**src/rtl/clock_pkg.sv**
```systemverilog
// rtl/clock_pkg.sv - shared types and limits for the clock time-keeping block
// Contents: set-mode state encoding, field maxima, wrap-increment helper.
package clock_pkg;

  typedef enum logic [1:0] {
    RUN     = 2'b00,
    SET_HR  = 2'b01,
    SET_MIN = 2'b10
  } state_e;

  localparam logic [4:0] MAX_HR  = 5'd23;
  localparam logic [5:0] MAX_MIN = 6'd59;
  localparam logic [5:0] MAX_SEC = 6'd59;

  // Increment a 6-bit time field, wrapping to 0 after max.
  function automatic logic [5:0] inc_wrap6(input logic [5:0] v, input logic [5:0] max);
    return (v == max) ? 6'd0 : v + 6'd1;
  endfunction

  function automatic logic [4:0] inc_hours(input logic [4:0] v);
    return (v == MAX_HR) ? 5'd0 : v + 5'd1;
  endfunction

endpackage

```
**src/rtl/clock_time_ctrl_tick_gen.sv**
```systemverilog
// rtl/clock_time_ctrl_tick_gen.sv - prescaler producing 1 Hz and half-second strobes
// Ports:
//   clk, rst   : system clock, synchronous active-high reset
//   clr        : synchronous clear of the prescaler and both strobes
//   sec_tick   : one-cycle strobe, the cycle after the prescaler holds CLK_HZ-1
//   half_tick  : one-cycle strobe, the cycle after the prescaler holds CLK_HZ/2-1
module tick_gen #(
  parameter int CLK_HZ = 100000000
) (
  input  logic clk,
  input  logic rst,
  input  logic clr,
  output logic sec_tick,
  output logic half_tick
);

  localparam int CNT_W = $clog2(CLK_HZ);
  localparam logic [CNT_W-1:0] LAST = CNT_W'(CLK_HZ - 1);
  localparam logic [CNT_W-1:0] HALF = CNT_W'(CLK_HZ / 2 - 1);

  logic [CNT_W-1:0] cnt_q, cnt_d;
  logic             sec_tick_q, sec_tick_d;
  logic             half_tick_q, half_tick_d;

  always_comb begin
    cnt_d       = cnt_q + CNT_W'(1);
    sec_tick_d  = 1'b0;
    half_tick_d = 1'b0;
    if (clr) begin
      // A strobe pending at the clear edge is dropped so the next
      // second is a full CLK_HZ cycles away.
      cnt_d = '0;
    end else begin
      if (cnt_q == LAST) begin
        cnt_d      = '0;
        sec_tick_d = 1'b1;
      end
      half_tick_d = (cnt_q == HALF);
    end
  end

  always_ff @(posedge clk) begin
    if (rst) begin
      cnt_q       <= '0;
      sec_tick_q  <= 1'b0;
      half_tick_q <= 1'b0;
    end else begin
      cnt_q       <= cnt_d;
      sec_tick_q  <= sec_tick_d;
      half_tick_q <= half_tick_d;
    end
  end

  assign sec_tick  = sec_tick_q;
  assign half_tick = half_tick_q;

endmodule

```
**src/rtl/clock_time_ctrl.sv**
```systemverilog
// rtl/clock_time_ctrl.sv - HH:MM:SS time keeping with button-driven set mode
// Ports:
//   clk, rst          : system clock, synchronous active-high reset
//   btn_mode, btn_inc : debounced single-cycle button pulses
//   hours/minutes/seconds : registered binary time fields
//   set_mode          : 00 RUN, 01 SET_HR, 10 SET_MIN
//   blink             : blank-enable for the field being set, 0 in RUN
//   sec_tick          : registered 1 Hz strobe
module clock_time_ctrl
  import clock_pkg::*;
#(
  parameter int CLK_HZ = 100000000
) (
  input  logic       clk,
  input  logic       rst,
  input  logic       btn_mode,
  input  logic       btn_inc,
  output logic [4:0] hours,
  output logic [5:0] minutes,
  output logic [5:0] seconds,
  output logic [1:0] set_mode,
  output logic       blink,
  output logic       sec_tick
);

  state_e     state_q, state_d;
  logic [4:0] hours_q, hours_d;
  logic [5:0] minutes_q, minutes_d;
  logic [5:0] seconds_q, seconds_d;
  logic       blink_q, blink_d;
  logic       clr;
  logic       tick;
  logic       half_tick;

  tick_gen #(.CLK_HZ(CLK_HZ)) u_tick_gen (
    .clk      (clk),
    .rst      (rst),
    .clr      (clr),
    .sec_tick (tick),
    .half_tick(half_tick)
  );

  always_comb begin
    state_d   = state_q;
    hours_d   = hours_q;
    minutes_d = minutes_q;
    seconds_d = seconds_q;
    blink_d   = blink_q;
    clr       = 1'b0;
    unique case (state_q)
      RUN: begin
        blink_d = 1'b0;
        // Time still advances on the tick that coincides with btn_mode.
        if (tick) begin
          seconds_d = inc_wrap6(seconds_q, MAX_SEC);
          if (seconds_q == MAX_SEC) begin
            minutes_d = inc_wrap6(minutes_q, MAX_MIN);
            if (minutes_q == MAX_MIN) begin
              hours_d = inc_hours(hours_q);
            end
          end
        end
        if (btn_mode) begin
          state_d = SET_HR;
          blink_d = 1'b1;
        end
      end
      SET_HR: begin
        if (btn_mode) begin
          state_d = SET_MIN;
          blink_d = 1'b1;
        end else begin
          if (btn_inc) hours_d = inc_hours(hours_q);
          if (tick || half_tick) blink_d = ~blink_q;
        end
      end
      SET_MIN: begin
        if (btn_mode) begin
          // Restart the second from zero so the first tick after setting
          // lands a full second later.
          state_d   = RUN;
          blink_d   = 1'b0;
          seconds_d = '0;
          clr       = 1'b1;
        end else begin
          if (btn_inc) minutes_d = inc_wrap6(minutes_q, MAX_MIN);
          if (tick || half_tick) blink_d = ~blink_q;
        end
      end
      default: begin
        state_d = RUN;
        blink_d = 1'b0;
      end
    endcase
  end

  always_ff @(posedge clk) begin
    if (rst) begin
      state_q   <= RUN;
      hours_q   <= '0;
      minutes_q <= '0;
      seconds_q <= '0;
      blink_q   <= 1'b0;
    end else begin
      state_q   <= state_d;
      hours_q   <= hours_d;
      minutes_q <= minutes_d;
      seconds_q <= seconds_d;
      blink_q   <= blink_d;
    end
  end

  assign hours    = hours_q;
  assign minutes  = minutes_q;
  assign seconds  = seconds_q;
  assign set_mode = state_q;
  assign blink    = blink_q;
  assign sec_tick = tick;

endmodule
```
**config.mk**
```make
export PLATFORM = sky130hd
export DESIGN_NAME = clock_time_ctrl
export DESIGN_NICKNAME = d
export VERILOG_FILES = /design/src/rtl/clock_pkg.sv /design/src/rtl/clock_time_ctrl_tick_gen.sv /design/src/rtl/clock_time_ctrl.sv
export SDC_FILE = /design/constraint.sdc
export NUM_CORES = 1
export LEC_CHECK = 0
export ABC_AREA = 1
export ABC_CLOCK_PERIOD_IN_PS = 1490
export BUFFER_PORTS_ARGS = -buffer_cell sky130_fd_sc_hd__buf_2
export CAP_MARGIN = 20
export CORE_MARGIN = 3
export CORE_UTILIZATION = 55
export CTS_BUF_LIST = sky130_fd_sc_hd__clkbuf_4
export CTS_CLUSTER_DIAMETER = 40
export CTS_CLUSTER_SIZE = 10
export DETAILED_ROUTE_END_ITERATION = 12
export PLACE_DENSITY_LB_ADDON = 0.08
export SLEW_MARGIN = 0
export SYNTH_ARGS = -nofsm -noshare
export SYNTH_HDL_FRONTEND = slang
export SYNTH_SLANG_ARGS = --single-unit
```
**constraint.sdc**
```tcl
create_clock -name clk -period 1.49 [get_ports clk]
set_input_delay 0.149 -clock clk [delete_from_list [all_inputs] [get_ports clk]]
set_output_delay 0.149 -clock clk [all_outputs]
set_load 0.02 [all_outputs]
```
==> metrics.md <==
| Metric | Value |
|---|---|
| Critical Path End Type | `flip-flop` |
| Fill cells | `444` |
| Number of core rows | `25` |
| WP data arrival | `1.69 ns` |
| Vias in the first global route | `2,488` |
| Clk sinks | `49` |
| Max_cap viols | `0` |
| Syn Nets | `408` |
| Pwr Density | `717 nW/um^2` |
| Avg Synthesized Cell Area | `6.87 um^2` |
| Worst clock skew | `0.0105 ns` |
| Compound-Gate Fraction of Synth Area | `0.0938` |
| Drt first-iter violations | `81` |
| Worst slew margin | `0.798` |
| Yosys warns | `0` |
| Num CTS Buffers | `5` |
| Post-synthesis adder-cell area fraction | `0.0182` |
| Multi-input combinational cell area | `1650 um^2` |
| RSZ-0062 raised after global routing | `yes` |
| Final worst path period share | `0.933` |
| Vias/cell | `5.20` |
| Seq/Total Area, Yosys | `0.357` |
| H-tree levels | `2` |
| Place WS | `-0.00641 ns` |
| Max Fanout on Critical Path | `4` |
| Total wire length after detailed routing | `6320 um` |
| Wirelength per Cell | `12.4 um` |
| Slew Viols, Final | `0` |
| Remaining global-route overflow | `0` |
| Post-DRT Antenna Nets | `0` |
| Critical path, cell by cell | `ha_1 > nand2_1 > nor2_2 > buf_4 > o21ai_2 > nand2_1 > nor3b_1` |
| IO Pins | `25` |
| Starting Density | `0.574` |
| CP max-delay cell | `dfxtp_2` |
| Worst-margin pin slew | `0.302 ns` |
| Status | `finished clean` |
| Die area | `5880 um^2` |
| Fmax | `719 MHz` |
| Core footprint | `4790 um^2` |
| Area Overhead vs Synth | `15.5%` |
| Largest family of logic cells by synthesized area | `simple AND/OR/NAND/NOR gates` |
| Worst-skew pair later-pin latency | `0.37 ns` |
| Post-Synth XOR/XNOR Area | `0.0478` |
| Final setup vio count | `0` |
| Mapped Cells | `400` |
| GP Congestion | `0.949` |
| Final Hold Viols | `0` |
| First-pass GRT wire length | `10,500 um` |
| CTS tree | `built` |
| N_diodes | `0` |
| Setup total negative slack | `0 ns` |
| Mux contribution to synthesized area | `0` |
| Clk buf depth | `2` |
| Port buffer count | `24` |
| Clock Tree Root | `clkbuf_4` |
| Synth Area in Simple Gates | `0.418` |
| Initial antenna violation count | `0` |
| Largest net degree at the start of global routing | `28` |
| Slowest stage delay, CP | `0.35 ns` |
| Vias | `2,650` |
| Kind of critical path | `reg2reg` |
| Storage cell area | `988 um^2` |
| Layout cell share with drive strength beyond 1 | `0.230` |
| Lkg Pwr | `1.13 nW` |
| DR DRC count | `0` |
| Highest ir drop seen on vdd | `0.627 mV` |
| Dpl hpwl | `4720 um` |
| Die Height | `76.7 um` |
| HP Class | `in2reg` |
| Worst path required time | `1.79 ns` |
| Startpoint types | `flip-flop` |
| #FFs+latches synth | `49` |
| Unique masters post-synth | `33` |
| Clock slew seen by the registers of the worst setup and hold paths | `0.14 ns` |
| Netlist Area Pre-Place | `2750 um^2` |
| Cell mode on critical path | `nand2_1` |
| First-pass iteration count of the detailed router | `6` |
| Fin nets | `450` |
| Tmin final | `1.39 ns` |
| Crit path setup slack, layout | `0.0999 ns` |
| Die Wd | `76.7 um` |
| Total Routing Usage GR | `0.217` |
## cell type report
cell class | count | area share
well taps | 67 | 0.0264
multi-input cells | 310 | 0.521
clock inverters | 2 | 0.0106
clock buffers | 6 | 0.0142
repair buffers | 38 | 0.0710
inverters | 38 | 0.0453
flip-flops and latches | 49 | 0.312
## state kept, by name (all words and copies together), names as in the netlist
name,cells
seconds,6
blink,1
set_mode,2
u_tick_gen.cnt_q,27
u_tick_gen.half_tick,1
minutes,6
hours,5
u_tick_gen.sec_tick,1
## logic make-up after synthesis
| family | count (synthesis) |
|---|---|
| fa+ha+maj | 4 |
| buf+inv | 42 |
| flops | 49 |
| xor+xnor | 15 |
| compound gates | 42 |
| simple gates | 248 |
## Yosys cell counts (all sizes together)
library cell / count / area, um^2
clkinv: 1 / 5.00
xor2: 8 / 70.1
xnor2: 7 / 61.3
nand2: 114 / 474
and3: 1 / 6.26
nand3: 36 / 190
o21ai: 8 / 51.3
ha: 4 / 50.1
inv: 37 / 139
o21a: 1 / 7.51
a21oi: 33 / 199
clkbuf: 2 / 7.51
or2: 4 / 25.0
nor3: 4 / 20.0
nor3b: 1 / 7.51
nand3b: 4 / 30.0
nand4: 7 / 43.8
buf: 2 / 26.3
dfxtp: 49 / 981
nor2: 77 / 352
## where the power goes
part / switching, W / leakage, nW / internal (W) / total, W
logic: 0.000103 / 0.692 / 0.0000533 / 0.000156
clock network: 0.000410 / 0.0433 / 0.000368 / 0.000778
registers: 0.0000160 / 0.398 / 0.00133 / 0.00134
total: 0.000529 / 1.13 / 0.00175 / 0.00228
## worst paths after layout
path | end | slack [ns] | from | cells after the start
setup / recovery | seconds[4] | 0.1 | seconds[0] | 7
hold / removal | set_mode[0] | 0.07 | btn_mode | 3
setup reg to reg | seconds[4] | 0.1 | seconds[0] | 7
hold reg to reg | seconds[5] | 0.47 | seconds[5] | 2
## metal layers
layer / vias up / share of wire / global-route usage
met3: 16 / 0.052 / 0.0434
met4: 0 / 0.025 / 0.0960
met2: 77 / 0.51 / 0.394
met1: 1194 / 0.42 / 0.244
met5: - / 0 / 0
li1: 1363 / - / -
## placed cells by master, fill, tap and decap left out, drive strengths merged, types with 6 or more instances in the layout
| cell | netlist | final |
|---|---|---|
| nand4 | 7 | 7 |
| o21ai | 8 | 8 |
| a21oi | 33 | 33 |
| inv | 37 | 37 |
| nand2 | 114 | 115 |
| clkbuf | 2 | 6 |
| dfxtp | 49 | 49 |
| nor2 | 77 | 77 |
| xor2 | 8 | 8 |
| xnor2 | 7 | 7 |
| nand3 | 36 | 36 |
| buf | 2 | 38 |
## per-stage QoR
stage          hold slack (ns)  instances  utilization  total power (W)  area [um^2]
6_report                0.0700        510        0.663          0.00228         3170
5_1_grt                 0.0574        510        0.663          0.00237         3170
4_1_cts                 0.0509        508        0.647          0.00229         3100
3_5_place_dp             0.452        500        0.630          0.00151         3010
3_3_place_gp             0.447        500        0.630          0.00150         3010
2_1_floorplan            0.218        400            -          0.00147         2750
## worst max-delay path, delay by kind of cell, from the launching register on
family                   cells  cell delay, ns
adder cells (fa/ha/maj)      1            0.22
AO/OA/AOI/OAI                1            0.12
AND/OR/NAND/NOR              4            0.51
buffers and inverters        1            0.13
flip-flops                   1            0.35
## timing repair
item	in CTS	in global routing
hold buffers	0	0
buffers inserted	0	1
endpoints found under the hold margin	0	0
gates resized for setup	2	14
gates cloned	0	1
pin swaps	0	5
endpoints found under the setup margin	4	36
Power figures use the tool's default switching activity.
